## src/rtl/packet_receiver.sv

```systemverilog
// packet_receiver: four-lane serial frame receiver with per-lane sync hunt, lane deskew,
// integrity check and duplicate-sequence filtering.
module packet_receiver #(
    parameter logic [7:0] SYNC_PATTERN = 8'h7E,
    parameter int         LANE_BITS    = 218,
    parameter int         SKEW_MAX     = 16
) (
    input  logic         clk,
    input  logic         rst_l,
    input  logic         game_active,
    input  logic         serial_in_0,
    input  logic         serial_in_1,
    input  logic         serial_in_2,
    input  logic         serial_in_3,
    output logic         pkt_valid,
    output logic [835:0] pkt_data,
    output logic         send_ack,
    output logic         ack_seqNum,
    output logic         frame_error
);
    localparam int SLICE = 209;
    localparam int CW    = $clog2(LANE_BITS + 1);

    typedef enum logic [1:0] {HUNT, RECV, DONE} lane_state_t;
    typedef enum logic [1:0] {IDLE, COLLECT, CHECK} coll_state_t;

    logic [3:0]           sync_a, sync_b;
    lane_state_t          lane_st [4];
    logic [6:0]           hist    [4];
    logic [CW-1:0]        bit_cnt [4];
    logic [LANE_BITS-1:0] shreg   [4];
    logic [3:0]           lane_done;
    coll_state_t          coll_st;
    logic [7:0]           skew_cnt;
    logic                 accepted;
    logic                 timeout, release_lanes, pad_ok, seq_ok, dup;
    logic [835:0]         packet;

    always_ff @(posedge clk or negedge rst_l)
        if (!rst_l) begin
            sync_a <= '0;
            sync_b <= '0;
        end else begin
            sync_a <= {serial_in_3, serial_in_2, serial_in_1, serial_in_0};
            sync_b <= sync_a;
        end

    always_comb begin
        lane_done = '0;
        for (int i = 0; i < 4; i++) lane_done[i] = lane_st[i] == DONE;
        packet = {shreg[0][SLICE-1:0], shreg[1][SLICE-1:0], shreg[2][SLICE-1:0], shreg[3][SLICE-1:0]};
        pad_ok = shreg[0][LANE_BITS-1:SLICE] == '0 && shreg[1][LANE_BITS-1:SLICE] == '0 &&
                 shreg[2][LANE_BITS-1:SLICE] == '0 && shreg[3][LANE_BITS-1:SLICE] == '0;
        seq_ok = packet[835:832] == 4'h0 || packet[835:832] == 4'hF;
        dup = accepted && packet[835:832] == pkt_data[835:832];
        timeout = coll_st == COLLECT && !(&lane_done) && skew_cnt == 8'(SKEW_MAX);
        release_lanes = coll_st == CHECK || timeout;
    end

    // History is cleared on release so stale payload bits can never complete a marker.
    always_ff @(posedge clk or negedge rst_l)
        if (!rst_l) begin
            for (int i = 0; i < 4; i++) begin
                lane_st[i] <= HUNT;
                hist[i]    <= '0;
                bit_cnt[i] <= '0;
                shreg[i]   <= '0;
            end
        end else begin
            for (int i = 0; i < 4; i++) begin
                if (!game_active || release_lanes) begin
                    lane_st[i] <= HUNT;
                    hist[i]    <= '0;
                end else begin
                    hist[i] <= {hist[i][5:0], sync_b[i]};
                    case (lane_st[i])
                        HUNT:
                            if ({hist[i], sync_b[i]} == SYNC_PATTERN) begin
                                lane_st[i] <= RECV;
                                bit_cnt[i] <= '0;
                            end
                        RECV: begin
                            shreg[i]   <= {shreg[i][LANE_BITS-2:0], sync_b[i]};
                            bit_cnt[i] <= bit_cnt[i] + CW'(1);
                            if (bit_cnt[i] == CW'(LANE_BITS - 1)) lane_st[i] <= DONE;
                        end
                        default: ;
                    endcase
                end
            end
        end

    always_ff @(posedge clk or negedge rst_l)
        if (!rst_l) begin
            coll_st     <= IDLE;
            skew_cnt    <= '0;
            accepted    <= 1'b0;
            pkt_data    <= '0;
            ack_seqNum  <= 1'b0;
            pkt_valid   <= 1'b0;
            send_ack    <= 1'b0;
            frame_error <= 1'b0;
        end else begin
            pkt_valid   <= 1'b0;
            send_ack    <= 1'b0;
            frame_error <= 1'b0;
            if (!game_active) begin
                coll_st  <= IDLE;
                skew_cnt <= '0;
            end else begin
                case (coll_st)
                    IDLE: begin
                        skew_cnt <= (|lane_done) ? 8'd1 : 8'd0;
                        coll_st  <= (&lane_done) ? CHECK : (|lane_done) ? COLLECT : IDLE;
                    end
                    COLLECT:
                        if (&lane_done) coll_st <= CHECK;
                        else if (timeout) begin
                            coll_st     <= IDLE;
                            skew_cnt    <= '0;
                            frame_error <= 1'b1;
                        end else skew_cnt <= skew_cnt + 8'd1;
                    CHECK: begin
                        coll_st  <= IDLE;
                        skew_cnt <= '0;
                        if (pad_ok && seq_ok) begin
                            send_ack   <= 1'b1;
                            ack_seqNum <= packet[832];
                            if (!dup) begin
                                pkt_valid <= 1'b1;
                                pkt_data  <= packet;
                                accepted  <= 1'b1;
                            end
                        end else frame_error <= 1'b1;
                    end
                    default: coll_st <= IDLE;
                endcase
            end
        end
endmodule
```

## config.mk

```make
export PLATFORM = sky130hd
export DESIGN_NAME = packet_receiver
export DESIGN_NICKNAME = d
export VERILOG_FILES = /design/src/rtl/packet_receiver.sv
export SDC_FILE = /design/constraint.sdc
export NUM_CORES = 2
export LEC_CHECK = 0
export CORE_MARGIN = 4
export CORE_UTILIZATION = 25
export DETAILED_ROUTE_END_ITERATION = 10
export PLACE_DENSITY = 0.48
export SLEW_MARGIN = 10
export SYNTH_ARGS = -nofsm -noshare
export SYNTH_HDL_FRONTEND = slang
export SYNTH_SLANG_ARGS = --single-unit
```

## constraint.sdc

```tcl
create_clock -name clk -period 3.3 [get_ports clk]
set_input_delay 0.66 -clock clk [delete_from_list [all_inputs] [get_ports clk]]
set_output_delay 0.66 -clock clk [all_outputs]
set_load 0.01 [all_outputs]
```

Yosys cells after proc, flatten, opt, wreduce, memory -nomap -nowiden --
Index checks and enable logic that the tools add are counted.
Cells by class: multiplexer cells 51, reduce and logical (&&, ||, !) cells 47, equality and inequality tests 36, $add $sub $neg 5, bitwise operators 2
Operators by type and width (number):
- one-hot mux 8 bit (2 select lines) | 4
- two-way mux 8 bit | 7
- adder 8 x 1 -> 8 bit, second input constant | 5
- zero test 9 bit | 4
- equality test 8 x 7 -> 1 bit, second input constant | 4
- equality test 8 bit, second input constant | 4
- two-way mux 2 bit | 16
- two-way mux 7 bit | 4
- inequality test 3 bit, second input constant | 9
- AND reduction 3 bit | 9
- one-hot mux 8 bit (3 select lines) | 1
- one-hot mux 2 bit (2 select lines) | 5
- two-way mux 1 bit | 13
- nonzero test 3 bit | 4
- equality test 2 x 1 -> 1 bit, second input constant | 5
- equality test 2 bit, second input constant | 5
- zero test 2 bit | 5
- AND reduction 2 bit | 5
- equality test 8 x 5 -> 1 bit, second input constant | 1
- inequality test 2 bit, second input constant | 4
- AND reduction 4 bit | 2
- nonzero test 2 bit | 4
- logical AND 1 bit | 7
- equality test 4 bit | 1
- other kinds (9) | 13
Storage, ports and cells: bits in registers 1799, logic and storage cells 167

Logic depth before layout (Yosys ltp) --
word-level depth 9, gate-level depth with buffers 10, depth with buffers taken out 7

Worst setup path before layout --
OpenSTA, ideal clock, no wires.
path type register to register, start point register coll_st[0], end point register shreg, in the netlist packet[716], setup time 125 ps, slack 968 ps, buffers on the path 4, cell stages (with the launch flop) 11, period minus slack after synthesis 2332 ps, data required time 3175 ps, data arrival time 2207 ps, path through dfrtp_1 -> inv_1 -> ha_1 -> nand2b_1 -> clkbuf_1 -> nor2_1 -> and3_1 -> buf_2 -> buf_2 -> buf_2 -> mux2_2
On the way: longest elaborated chain between the ends 7
RTL lines:
- start, declared | line 33 | coll_state_t coll_st;
- start signal, assigned | line 114 | coll_st <= (&lane_done) ? CHECK : (|lane_done) ? COLLECT : IDLE;
- equality test 2 x 1 -> 1 bit | line 56 | timeout = coll_st == COLLECT && !(&lane_done) && skew_cnt == 8'(SKEW_MAX);
- logical AND 1 bit (2 in series) | line 56
- logical OR 1 bit * | line 57 | release_lanes = coll_st == CHECK || timeout;
- logical OR 1 bit * | line 71 | if (!game_active || release_lanes) begin
- inverter 1 bit (no source line) *
- AND reduction 2 bit (no source line) *
- end signal, assigned by index | line 83 | shreg[i] <= {shreg[i][LANE_BITS-2:0], sync_b[i]};
- end, declared | line 31 | logic [LANE_BITS-1:0] shreg [4];
Every way passes the cells marked *; elsewhere a longest branch is shown, timed or not. A chain may end at the register's enable or synchronous reset.

Final worst setup path --
start point register shreg[427] (netlist bit), end point register pkt_data[689]
On the way: longest elaborated chain between the ends 5
RTL lines:
- zero test 9 bit | line 53 | shreg[2][LANE_BITS-1:SLICE] == '0 && shreg[3][LANE_BITS-1:SLICE] == '0;
- logical AND 1 bit | line 52 | pad_ok = shreg[0][LANE_BITS-1:SLICE] == '0 && shreg[1][LANE_BITS-1:SLICE] == '0 &&
- logical AND 1 bit | line 53
- logical AND 1 bit | line 126 | if (pad_ok && seq_ok) begin
- AND reduction 4 bit (no source line)
- end signal, assigned | line 131 | pkt_data <= packet;
- end, declared | line 16 | output logic [835:0] pkt_data,
No other way between the ends.

==> impl_metrics.toml <==
[run_status]
status = "complete, no violations"

[place]
place_inst = 8493
placement.io_buffers = 846
hpwl_mm = 134.1
gp_congestion = 0.7507

[timing]
relSlewSlack = 0.3392
setup_violations = 0
finClkSkew_ns = 0.05389
fin_crit_sh = 0.8709
rsz0062_at_grt = "no"
tightest_slew_ns = 0.9912
finalCriticalPeriod_ns = 2.874
fmax_mhz = 348.0
drv_slew = 0
final_hold_viol_count = 0
fin_setup_tns_ns = 0

[global_route]
grt_pass1_vias = 39580
use_met3 = 0.05409
gr-usage-met2 = 0.1917
grt-ovfl-total = 0
grt_pass1_wl_mm = 283.2
gr-usage-all-layers = 0.1308
grtUsageMet1 = 0.1798
busiest_layer = "met2"
antenna_found_initial = 5
grt_max_degree = 126

[power_and_ir_drop]
p_total_mw = 45.54
max-vdd-ir-drop_uv = 464.0
p_leak_nw = 42.18
power.density_nw_per_um2 = 512.3

[route]
routed_wl_mm = 190.9
vias_per_cell = 4.187
num_vias = 37110
antenna_left = 0
drc = 0
wire_per_inst_um = 21.53
drtIter0Drc = 1650
dr.pass1.iters = 5

[floorplanning]
chipHeight_um = 533.7
die_x_um = 533.7
initial_core_util = 0.2519
boundaryPins = 847
core_um2 = 274300
dieArea_um2 = 284900
num_rows = 192

[worst_hold_path]
worstHoldEndpoint = "sync_a[1]"
whs_path_depth = 1
hold_path_class = "in2reg"
min-delay-start = "serial_in_1"

[setup_path]
reg2regPathDepth = 7
arrival_ns = 3.57
cp-start-kind = "flop"
cp_slowest_stage_delay_ns = 0.41
r2r_slack_ns = 0.43
crit_start = "shreg[427]"
r2r_start = "shreg[427]"
cp_cell_sequence = "nor4_2, nand4_1, nor4_2, and2b_4, buf_12, buf_12, mux2_1"
r2r_end = "pkt_data[689]"
critPathSlowestCell = "dfrtp_1"
required_ns = 3.99
crit_type = "reg2reg"
cp_max_fo = 70
crit_path_end_kind = "flop"

[logic_synthesis]
synth_cells = 4041
syn_area_um2 = 69100
ys_seq_elements = 1799
synth_edf_count = 0
avgSynthCellArea_um2 = 17.10
synth_ff_type = "dfrtp_1"
yosysSeqAreaShare = 0.6515
synth_nets = 4061
ys_types = 60
ys_async_sr_fraction = 1.000
ys_warn_count = 0

[clock_network]
clockRootBuffer = "clkbuf_16"
insertion_delay_ns = 0.85
numCtsBuffers = 203
cts.sinks = 1799
cts_tree = "done"
path_clk_slew_ns = 0.06
cts_buffer_depth = 4
h-tree-depth = 4

[run]
drv_cap = 0

[layout]
layout_common_cells = "dfrtp_1, mux2_2, clkdlybuf4s50_1"
drive_above_1_share = 0.4097
nFillCells = 26780
areaGrowthSynthToFinish_pct = 28.63
finalNonFillerCells = 8864
final_nets = 5033
final_common_cell = "dfrtp_1"
-- worst max-delay path by stage --
stage | end | cells after the start
floorplan | packet[716] | 10
global placement | pkt_data[384] | 7
detailed placement | pkt_data[384] | 7
CTS | pkt_data[574] | 7
global route | pkt_data[708] | 7
finish | pkt_data[689] | 7
-- stage by stage --
step | area, um^2 | utilization | setup WS, ns | hold slack, ns
floorplan | 69100 | - | 0.9679 | 0.3312
global placement | 82100 | 0.2992 | 0.1721 | 0.3333
detailed placement | 82100 | 0.2992 | 0.2324 | 0.3347
CTS | 88870 | 0.3239 | 0.3627 | 0.1388
global route | 88870 | 0.3239 | 0.2298 | 0.1754
finish | 88880 | 0.3240 | 0.4261 | 0.2658
-- final cells by class --
class,count,area [um^2],area share
clock inverters,55,747.0,0.008404
multi-input cells,2019,22280,0.2507
flip-flops and latches,1799,45020,0.5065
diodes,4,10.01,0.0001126
well taps,3686,4612,0.05189
repair buffers,973,10130,0.1140
inverters,17,63.81,0.0007179
clock buffers,311,6018,0.06771
-- state kept, by name, summed over array words and instances, names as in the netlist, 8 cells and up --
| register | cells |
|---|---|
| pkt_data | 836 |
| hist | 28 |
| lane_st | 8 |
| packet | 836 |
| shreg | 36 |
| bit_cnt | 32 |
| skew_cnt | 8 |
-- critical path, delay by kind of cell (launching register included) --
family                 cells  cell delay [ns]
buffers and inverters      2             0.56
multiplexers               1             0.37
flip-flops                 1             0.41
AND/OR/NAND/NOR            4             1.25
-- synthesized netlist by cell type, drive strengths merged, types with 2 or more instances --
master,n,area share
o21ai,22,0.0016
nor4b,4,0.00051
or2,3,0.00027
nor4,23,0.0031
nor2b,4,0.00036
and3,36,0.0033
o31ai,5,0.00054
nor2,34,0.0018
a31oi,4,0.00036
xor2,8,0.0010
inv,17,0.00092
o2111ai,2,0.00025
nor3,8,0.00058
xnor2,7,0.00089
o22ai,2,0.00018
nand4bb,4,0.00065
nand3,28,0.0020
or4,3,0.00033
nor4bb,4,0.00058
ha,13,0.0024
o211ai,2,0.00029
and4,2,0.00025
dfrtp,1799,0.65
nand4,10,0.00091
or3,3,0.00027
or4b,4,0.00058
clkbuf,18,0.0010
a21oi,18,0.0013
nand2,36,0.0020
buf,188,0.025
mux2,1710,0.29
nand2b,4,0.00036
-- layer usage --
metal | vias to the layer above | wire [um]
li1 | 16450 | -
met1 | 19450 | 87890
met2 | 992 | 81000
met3 | 229 | 17620
met4 | 0 | 4347
met5 | - | 0
-- report_power, final --
| part | switching, mW | internal, mW |
|---|---|---|
| clock network | 9.34 | 13.5 |
| registers | 0.0164 | 22.1 |
| logic | 0.478 | 0.0893 |
-- kinds of logic (layout without fill, tap and decap cells) --
kind of cell | after synthesis | after routing | synth area share
flip-flops | 1799 | 1799 | 0.6515
multiplexers | 1711 | 1711 | 0.2935
buffers and inverters | 223 | 1356 | 0.02644
AND/OR/NAND/NOR | 215 | 215 | 0.01836
AO/OA/AOI/OAI | 65 | 65 | 0.005903
XOR/XNOR | 15 | 15 | 0.001901
adder cells (fa/ha/maj) | 13 | 13 | 0.002354
other | 0 | 4 | 0
-- timing repair --
item,CTS,global route
gates resized for setup,0,0
hold endpoints to repair,29,0
endpoints found under the setup margin,0,0
setup buffers,0,0
hold buffers,1,0
No activity file was read; power rests on OpenSTA's default activity.
